===== config.mk =====
export PLATFORM = sky130hd
export DESIGN_NAME = spi_ram_arbiter_flat
export DESIGN_NICKNAME = d
export VERILOG_FILES = /design/src/rtl/spi_ram_arbiter_pkg.sv /design/src/rtl/spi_ram_arbiter_if.sv /design/src/rtl/spi_ram_rr2.sv /design/src/rtl/spi_ram_arbiter.sv /design/src/flat_wrapper.sv
export SDC_FILE = /design/constraint.sdc
export NUM_CORES = 1
export LEC_CHECK = 0
export ABC_AREA = 1
export CAP_MARGIN = 30
export CORE_UTILIZATION = 42
export DETAILED_ROUTE_END_ITERATION = 12
export PLACE_DENSITY = 0.8
export SLEW_MARGIN = 30
export SYNTH_ARGS = -nofsm -noshare
export SYNTH_HDL_FRONTEND = slang
export SYNTH_SLANG_ARGS = --single-unit

===== constraint.sdc =====
create_clock -name clk -period 2.4 [get_ports clk]
set_clock_uncertainty 0.1 [all_clocks]
set_input_delay 0.36 -clock clk [delete_from_list [all_inputs] [get_ports clk]]
set_output_delay 0.36 -clock clk [all_outputs]
set_load 0.02 [all_outputs]

===== src/rtl/spi_ram_arbiter_pkg.sv =====
// Shared types and opcode constants for the two-requester RAM command arbiter.
// A RAM command word is {opcode[1:0], address_or_data[7:0]}.
package spi_ram_arb_pkg;

  localparam logic [1:0] CMD_WR_ADDR = 2'b00;
  localparam logic [1:0] CMD_WR_DATA = 2'b01;
  localparam logic [1:0] CMD_RD_ADDR = 2'b10;
  localparam logic [1:0] CMD_RD_DATA = 2'b11;

  typedef enum logic [1:0] {IDLE, LOCKED, WAIT_RSP} state_e;
  typedef enum logic {KIND_WR, KIND_RD} kind_e;

  // True when op continues a pair of the given kind (its address or its data).
  function automatic logic cmd_legal(kind_e kind, logic [1:0] op);
    if (kind == KIND_WR) return (op == CMD_WR_ADDR) || (op == CMD_WR_DATA);
    return (op == CMD_RD_ADDR) || (op == CMD_RD_DATA);
  endfunction

endpackage


===== src/rtl/spi_ram_arbiter_if.sv =====
// Requester and RAM-side signal bundle for spi_ram_arbiter.
// The arbiter takes the slave modport; the surrounding logic drives the master side.
interface spi_ram_arbiter_if;
  logic       req0_valid;
  logic [9:0] req0_din;
  logic       req0_ready;
  logic       req0_rsp_valid;
  logic [7:0] req0_rsp_data;
  logic       req1_valid;
  logic [9:0] req1_din;
  logic       req1_ready;
  logic       req1_rsp_valid;
  logic [7:0] req1_rsp_data;
  logic       ram_rx_valid;
  logic [9:0] ram_din;
  logic       ram_tx_valid;
  logic [7:0] ram_dout;
  logic       owner;
  logic       busy;
  logic       err_proto;
  logic       err_timeout;

  modport slave (
    input  req0_valid, req0_din, req1_valid, req1_din, ram_tx_valid, ram_dout,
    output req0_ready, req0_rsp_valid, req0_rsp_data,
    output req1_ready, req1_rsp_valid, req1_rsp_data,
    output ram_rx_valid, ram_din, owner, busy, err_proto, err_timeout
  );

  modport master (
    output req0_valid, req0_din, req1_valid, req1_din, ram_tx_valid, ram_dout,
    input  req0_ready, req0_rsp_valid, req0_rsp_data,
    input  req1_ready, req1_rsp_valid, req1_rsp_data,
    input  ram_rx_valid, ram_din, owner, busy, err_proto, err_timeout
  );
endinterface


===== src/rtl/spi_ram_rr2.sv =====
// Two-way round-robin picker: ptr names the favoured requester on a tie.
module spi_ram_rr2 (
  input  logic [1:0] valid,
  input  logic       ptr,
  output logic [1:0] grant
);

  always_comb begin
    grant    = '0;
    grant[0] = valid[0] & (~ptr | ~valid[1]);
    grant[1] = valid[1] & (ptr | ~valid[0]);
  end

endmodule


===== src/rtl/spi_ram_arbiter.sv =====
// Round-robin arbiter and address/data pair sequencer in front of the single-port RAM,
// with read-data routing back to the owner and timeout release of abandoned pairs.
module spi_ram_arbiter
  import spi_ram_arb_pkg::*;
#(
  parameter int unsigned LOCK_TO = 16
) (
  input logic           clk,
  input logic           rst_n,
  spi_ram_arbiter_if.slave bus
);

  localparam int unsigned CntW = $clog2(LOCK_TO + 1);

  state_e          state_q, state_d;
  kind_e           kind_q, kind_d;
  logic            owner_q, owner_d;
  logic            ptr_q, ptr_d;
  logic [CntW-1:0] cnt_q, cnt_d;
  logic            ram_rx_valid_q;
  logic [9:0]      ram_din_q, ram_din_d;

  logic [1:0] valid, grant, ready;
  logic       act, fwd, err_proto, err_timeout, cnt_full;
  logic [9:0] act_din;
  logic [1:0] op;

  assign valid    = {bus.req1_valid, bus.req0_valid};
  assign cnt_full = (cnt_q == CntW'(LOCK_TO));

  spi_ram_rr2 u_rr2 (
    .valid (valid),
    .ptr   (ptr_q),
    .grant (grant)
  );

  always_ff @(posedge clk or negedge rst_n) begin
    if (!rst_n) begin
      state_q        <= IDLE;
      kind_q         <= KIND_WR;
      owner_q        <= 1'b0;
      ptr_q          <= 1'b0;
      cnt_q          <= '0;
      ram_rx_valid_q <= 1'b0;
      ram_din_q      <= '0;
    end else begin
      state_q        <= state_d;
      kind_q         <= kind_d;
      owner_q        <= owner_d;
      ptr_q          <= ptr_d;
      cnt_q          <= cnt_d;
      ram_rx_valid_q <= fwd;
      ram_din_q      <= ram_din_d;
    end
  end

  // Handshake decode: who is served this cycle and what happens to the word.
  always_comb begin
    ready       = '0;
    fwd         = 1'b0;
    err_proto   = 1'b0;
    err_timeout = 1'b0;
    act         = (state_q == IDLE) ? grant[1] : owner_q;
    act_din     = act ? bus.req1_din : bus.req0_din;
    op          = act_din[9:8];
    unique case (state_q)
      IDLE: begin
        if (|grant) begin
          ready[act] = 1'b1;
          fwd        = (op == CMD_WR_ADDR) || (op == CMD_RD_ADDR);
          err_proto  = ~fwd;
        end
      end
      LOCKED: begin
        if (valid[act]) begin
          ready[act] = 1'b1;
          fwd        = cmd_legal(kind_q, op);
          err_proto  = ~fwd;
        end else begin
          err_timeout = cnt_full;
        end
      end
      WAIT_RSP: err_timeout = cnt_full & ~bus.ram_tx_valid;
      default: ;
    endcase
  end

  always_comb begin
    state_d   = state_q;
    kind_d    = kind_q;
    owner_d   = owner_q;
    ptr_d     = ptr_q;
    cnt_d     = cnt_q;
    ram_din_d = fwd ? act_din : ram_din_q;
    unique case (state_q)
      IDLE: begin
        if (fwd) begin
          state_d = LOCKED;
          owner_d = act;
          kind_d  = (op == CMD_RD_ADDR) ? KIND_RD : KIND_WR;
          cnt_d   = '0;
        end
      end
      LOCKED: begin
        if (fwd) begin
          cnt_d = '0;
          if (op == CMD_WR_DATA) begin
            state_d = IDLE;
            ptr_d   = ~owner_q;
          end else if (op == CMD_RD_DATA) begin
            state_d = WAIT_RSP;
          end
        end else if (err_timeout) begin
          state_d = IDLE;
          ptr_d   = ~owner_q;
          cnt_d   = '0;
        end else if (~|ready && !cnt_full) begin
          cnt_d = cnt_q + 1'b1;
        end
      end
      WAIT_RSP: begin
        if (bus.ram_tx_valid || err_timeout) begin
          state_d = IDLE;
          ptr_d   = ~owner_q;
          cnt_d   = '0;
        end else if (!cnt_full) begin
          cnt_d = cnt_q + 1'b1;
        end
      end
      default: state_d = IDLE;
    endcase
  end

  assign bus.req0_ready     = ready[0];
  assign bus.req1_ready     = ready[1];
  assign bus.req0_rsp_valid = bus.ram_tx_valid & ~owner_q & (state_q == WAIT_RSP);
  assign bus.req1_rsp_valid = bus.ram_tx_valid & owner_q & (state_q == WAIT_RSP);
  assign bus.req0_rsp_data  = bus.ram_dout;
  assign bus.req1_rsp_data  = bus.ram_dout;
  assign bus.ram_rx_valid   = ram_rx_valid_q;
  assign bus.ram_din        = ram_din_q;
  assign bus.owner          = owner_q;
  assign bus.busy           = (state_q != IDLE);
  assign bus.err_proto      = err_proto;
  assign bus.err_timeout    = err_timeout;

endmodule


===== src/flat_wrapper.sv =====
// flat-port wrapper written by rule: the top's interface ports become plain ports
module spi_ram_arbiter_flat import spi_ram_arb_pkg::*;
#(
  parameter int unsigned LOCK_TO = 16
)
  (clk, rst_n, bus_req0_valid, bus_req0_din, bus_req1_valid, bus_req1_din, bus_ram_tx_valid, bus_ram_dout, bus_req0_ready, bus_req0_rsp_valid, bus_req0_rsp_data, bus_req1_ready, bus_req1_rsp_valid, bus_req1_rsp_data, bus_ram_rx_valid, bus_ram_din, bus_owner, bus_busy, bus_err_proto, bus_err_timeout);
  spi_ram_arbiter_if bus_i ();
  input logic clk;
  input logic rst_n;
  input wire logic [$bits(bus_i.req0_valid)-1:0] bus_req0_valid;
  input wire logic [$bits(bus_i.req0_din)-1:0] bus_req0_din;
  input wire logic [$bits(bus_i.req1_valid)-1:0] bus_req1_valid;
  input wire logic [$bits(bus_i.req1_din)-1:0] bus_req1_din;
  input wire logic [$bits(bus_i.ram_tx_valid)-1:0] bus_ram_tx_valid;
  input wire logic [$bits(bus_i.ram_dout)-1:0] bus_ram_dout;
  output wire logic [$bits(bus_i.req0_ready)-1:0] bus_req0_ready;
  output wire logic [$bits(bus_i.req0_rsp_valid)-1:0] bus_req0_rsp_valid;
  output wire logic [$bits(bus_i.req0_rsp_data)-1:0] bus_req0_rsp_data;
  output wire logic [$bits(bus_i.req1_ready)-1:0] bus_req1_ready;
  output wire logic [$bits(bus_i.req1_rsp_valid)-1:0] bus_req1_rsp_valid;
  output wire logic [$bits(bus_i.req1_rsp_data)-1:0] bus_req1_rsp_data;
  output wire logic [$bits(bus_i.ram_rx_valid)-1:0] bus_ram_rx_valid;
  output wire logic [$bits(bus_i.ram_din)-1:0] bus_ram_din;
  output wire logic [$bits(bus_i.owner)-1:0] bus_owner;
  output wire logic [$bits(bus_i.busy)-1:0] bus_busy;
  output wire logic [$bits(bus_i.err_proto)-1:0] bus_err_proto;
  output wire logic [$bits(bus_i.err_timeout)-1:0] bus_err_timeout;
  assign bus_i.req0_valid = bus_req0_valid;
  assign bus_i.req0_din = bus_req0_din;
  assign bus_i.req1_valid = bus_req1_valid;
  assign bus_i.req1_din = bus_req1_din;
  assign bus_i.ram_tx_valid = bus_ram_tx_valid;
  assign bus_i.ram_dout = bus_ram_dout;
  assign bus_req0_ready = bus_i.req0_ready;
  assign bus_req0_rsp_valid = bus_i.req0_rsp_valid;
  assign bus_req0_rsp_data = bus_i.req0_rsp_data;
  assign bus_req1_ready = bus_i.req1_ready;
  assign bus_req1_rsp_valid = bus_i.req1_rsp_valid;
  assign bus_req1_rsp_data = bus_i.req1_rsp_data;
  assign bus_ram_rx_valid = bus_i.ram_rx_valid;
  assign bus_ram_din = bus_i.ram_din;
  assign bus_owner = bus_i.owner;
  assign bus_busy = bus_i.busy;
  assign bus_err_proto = bus_i.err_proto;
  assign bus_err_timeout = bus_i.err_timeout;
  spi_ram_arbiter #(.LOCK_TO(LOCK_TO)) u_core (.clk(clk), .rst_n(rst_n), .bus(bus_i));
endmodule

==> impl_metrics.py <==
metrics = {
    "clocking": {
        "clk-insertion-delay-late_ns": 0.26,
        "holdBufCountCts": 0,
        "cts-root-buf": "clkbuf_8",
        "cts_tree": "done",
        "cts_setup_buffers": 0,
        "max-clock-path-buffers": 2,
        "cts_htree_levels": 1,
        "cts_buffers": 3,
        "clock-sinks": 21,
        "cts_resized": 14,
        "clkTransAtPathRegs_ns": 0.08,
    },
    "timing": {
        "rsz0062_at_grt": "no",
        "fin_crit_ns": 2.21,
        "finalSetupViolCount": 0,
        "fmax_mhz": 453,
        "post-route-period-util": 0.919,
        "max_slew.worst_pin.slew_ns": 0.275,
        "finalHoldViolations": 0,
        "timing.slew.headroom": 0.815,
        "drv_slew": 0,
    },
    "route": {
        "drc_errors": 0,
        "wl_per_cell_um": 10.5,
        "ant_nets": 0,
        "vias": 1380,
        "via_per_inst": 4.69,
        "routed_wl_um": 3100,
        "firstDrtPassIters": 4,
        "drt-initial-drc-count": 53,
    },
    "finish": {
        "num-fill-cells": 321,
        "syn_to_final_growth_pct": 33.0,
        "final_common_cell": "nand2_1",
        "nNetsFinal": 289,
        "antenna_cells": 0,
        "stdcell_count": 294,
        "drive_gt1_frac": 0.202,
        "fin_util": 0.602,
        "final_cell_mix": "44 x nand2_1, 37 x clkdlybuf4s50_1, 24 x inv_1",
    },
    "global_route": {
        "grt_pass1_vias": 1296,
        "grt_max_degree": 22,
        "grt_usage": 0.170,
        "grt_pass1_wl_um": 5420,
        "grt_antenna_before_repair": 0,
        "overflow": 0,
    },
    "setup_path": {
        "crit_path_top_delay_cell": "dfrtp_1",
        "critPathMaxFanout": 5,
        "cp_data_arrival_time_ns": 1.75,
        "crit_buf_inv": 4,
        "start_kind": "register",
        "crit_chain": "inv_1 -> ha_4 -> nand2_1 -> clkinv_1 -> nand2_4 -> nand3_2 -> nand2_4 -> nor2_4 -> inv_1 -> o21ai_0 -> buf_2",
        "crit_type": "register to primary output",
        "critPathCaptureType": "primary output",
        "path_depth": 11,
        "reg2reg_depth": 18,
        "cp_slowest_stage_delay_ns": 0.39,
        "required_ns": 1.94,
        "cpLargestDelayFamily": "buffers and inverters",
    },
    "synth": {
        "synth_nets": 243,
        "async_reset_ff_frac": 1.00,
        "ys_types": 30,
        "synth_ff_type": "dfrtp_1",
        "netlist_area_um2": 1570,
        "synth-edff-count": 0,
        "synth.yosys.seq_area_share": 0.334,
        "synth_top_cell_by_area": "dfrtp_1",
        "yosysTopAreaCellShare": 0.334,
        "ys_warn_count": 0,
        "synthCells": 203,
        "ys_top_cells_by_area": "dfrtp_1 33%, nand2_1 11%, buf_4 7.6%",
        "ys_ff_latch": 21,
        "syn_area_per_cell_um2": 7.74,
    },
    "floorplan": {
        "fp.dieH_um": 63.2,
        "dieWidth_um": 63.2,
        "initial_core_util": 0.453,
        "core_um2": 3470,
        "std_cell_rows": 21,
        "boundaryPins": 68,
        "die_area_um2": 3990,
    },
    "placed_design": {
        "dpl.cell_count": 290,
        "dp_hpwl_um": 2460,
        "routabilityCongestion": 0.829,
        "port-buffer-count": 43,
    },
    "pwr": {
        "p_per_area_nw_per_um2": 1180,
        "irDropWorstVdd_mv": 0.537,
        "power.leakage_nw": 1.03,
    },
    "hold_path": {
        "hold_class": "primary input to asynchronous set/reset pin",
    },
    "flow_run": {
        "cap_violations": 0,
    },
    "run_status": {
        "outcome": "completed",
    },
}
[sequential cells by signal (all words and copies together), names as in the netlist]
name                     flops
u_core.bus.ram_din          10
u_core.bus.ram_rx_valid      1
u_core.cnt_q                 5
u_core.kind_q                1
u_core.bus.owner             1
u_core.state_q               2
u_core.ptr_q                 1
[cells in the mapped netlist (2+ instances only)]
| library cell | count |
|---|---|
| xor2_1 | 2 |
| nor3_1 | 2 |
| o21ai_1 | 6 |
| nand2_1 | 44 |
| ha_1 | 7 |
| a21oi_1 | 2 |
| nand2_2 | 5 |
| inv_1 | 24 |
| nor2_1 | 12 |
| o21ai_0 | 6 |
| buf_4 | 16 |
| nand3_1 | 19 |
| nand2_4 | 6 |
| nand3_2 | 4 |
| clkinv_1 | 2 |
| inv_2 | 4 |
| a31oi_1 | 9 |
| dfrtp_1 | 21 |
[per-stage QoR]
step / hold WS (ns) / setup slack [ns] / cell area, µm² / total power [mW] / setup TNS, ns
floorplan: -0.0356 / 0.192 / 1570 / 1.68 / 0
global placement: 0.374 / -0.166 / 2040 / 2.20 / -0.539
detailed placement: 0.378 / -0.194 / 2040 / 2.22 / -0.677
CTS: 0.351 / 0.00274 / 2080 / 2.46 / 0
global route: 0.372 / 0.0155 / 2090 / 2.67 / 0
finish: 0.342 / 0.193 / 2090 / 2.46 / 0
[worst register-to-register path: cells and delay by family, from the launching register on]
family / cells / cell delay [ns]
flops: 1 / 0.39
compound gates: 1 / 0.08
buf+inv: 6 / 0.57
fa+ha+maj: 1 / 0.16
simple gates: 10 / 0.77
[routing by layer]
metal / vias to the layer above / part of all wire / GRT usage / routed length, µm
li1: 724 / - / - / -
met1: 600 / 0.44 / 0.197 / 1350
met2: 47 / 0.46 / 0.284 / 1440
met3: 9 / 0.081 / 0.0670 / 252
met4: 0 / 0.019 / 0.0597 / 58
met5: - / 0 / 0 / 0
[path summary, 6_finish.rpt]
path,startpoint,endpoint,slack [ns]
worst min register to register,u_core.ptr_q,u_core.ptr_q,0.39
worst max-delay path,u_core.state_q[0],bus_req1_ready,0.19
max in group asynchronous,rst_n,u_core.cnt_q[0],1.64
worst max register to register,u_core.state_q[0],u_core.ptr_q,0.21
min in group clk,u_core.ptr_q,u_core.ptr_q,0.39
worst min-delay path,rst_n,u_core.ptr_q,0.34
[cell families (layout without fill, tap and decap cells)]
| logic type | Yosys count | in the layout | synth area share |
|---|---|---|---|
| buffers and inverters | 49 | 94 | 0.168 |
| adder cells (fa/ha/maj) | 7 | 7 | 0.0557 |
| flip-flops | 21 | 21 | 0.334 |
| AND/OR/NAND/NOR | 96 | 96 | 0.315 |
| AO/OA/AOI/OAI | 27 | 27 | 0.110 |
| XOR/XNOR | 3 | 3 | 0.0167 |
[power breakdown]
part           leakage, nW  internal [mW]  total, mW  switching, mW
combinational        0.744          0.683       1.64          0.959
clock               0.0217          0.117      0.240          0.123
sequential           0.259          0.492      0.574         0.0820
total                 1.03           1.29       2.46           1.16
[cell type report]
type                       instances  area, µm²  share of cell area
clock buffer                       3       41.3              0.0198
clock inverter                     1       7.51             0.00359
inverter                          30        113              0.0539
multi-input combinational        133        802               0.384
sequential                        21        526               0.251
tap                               46       57.6              0.0275
timing repair buffer              60        543               0.260
(Power assumes the default switching activity.)
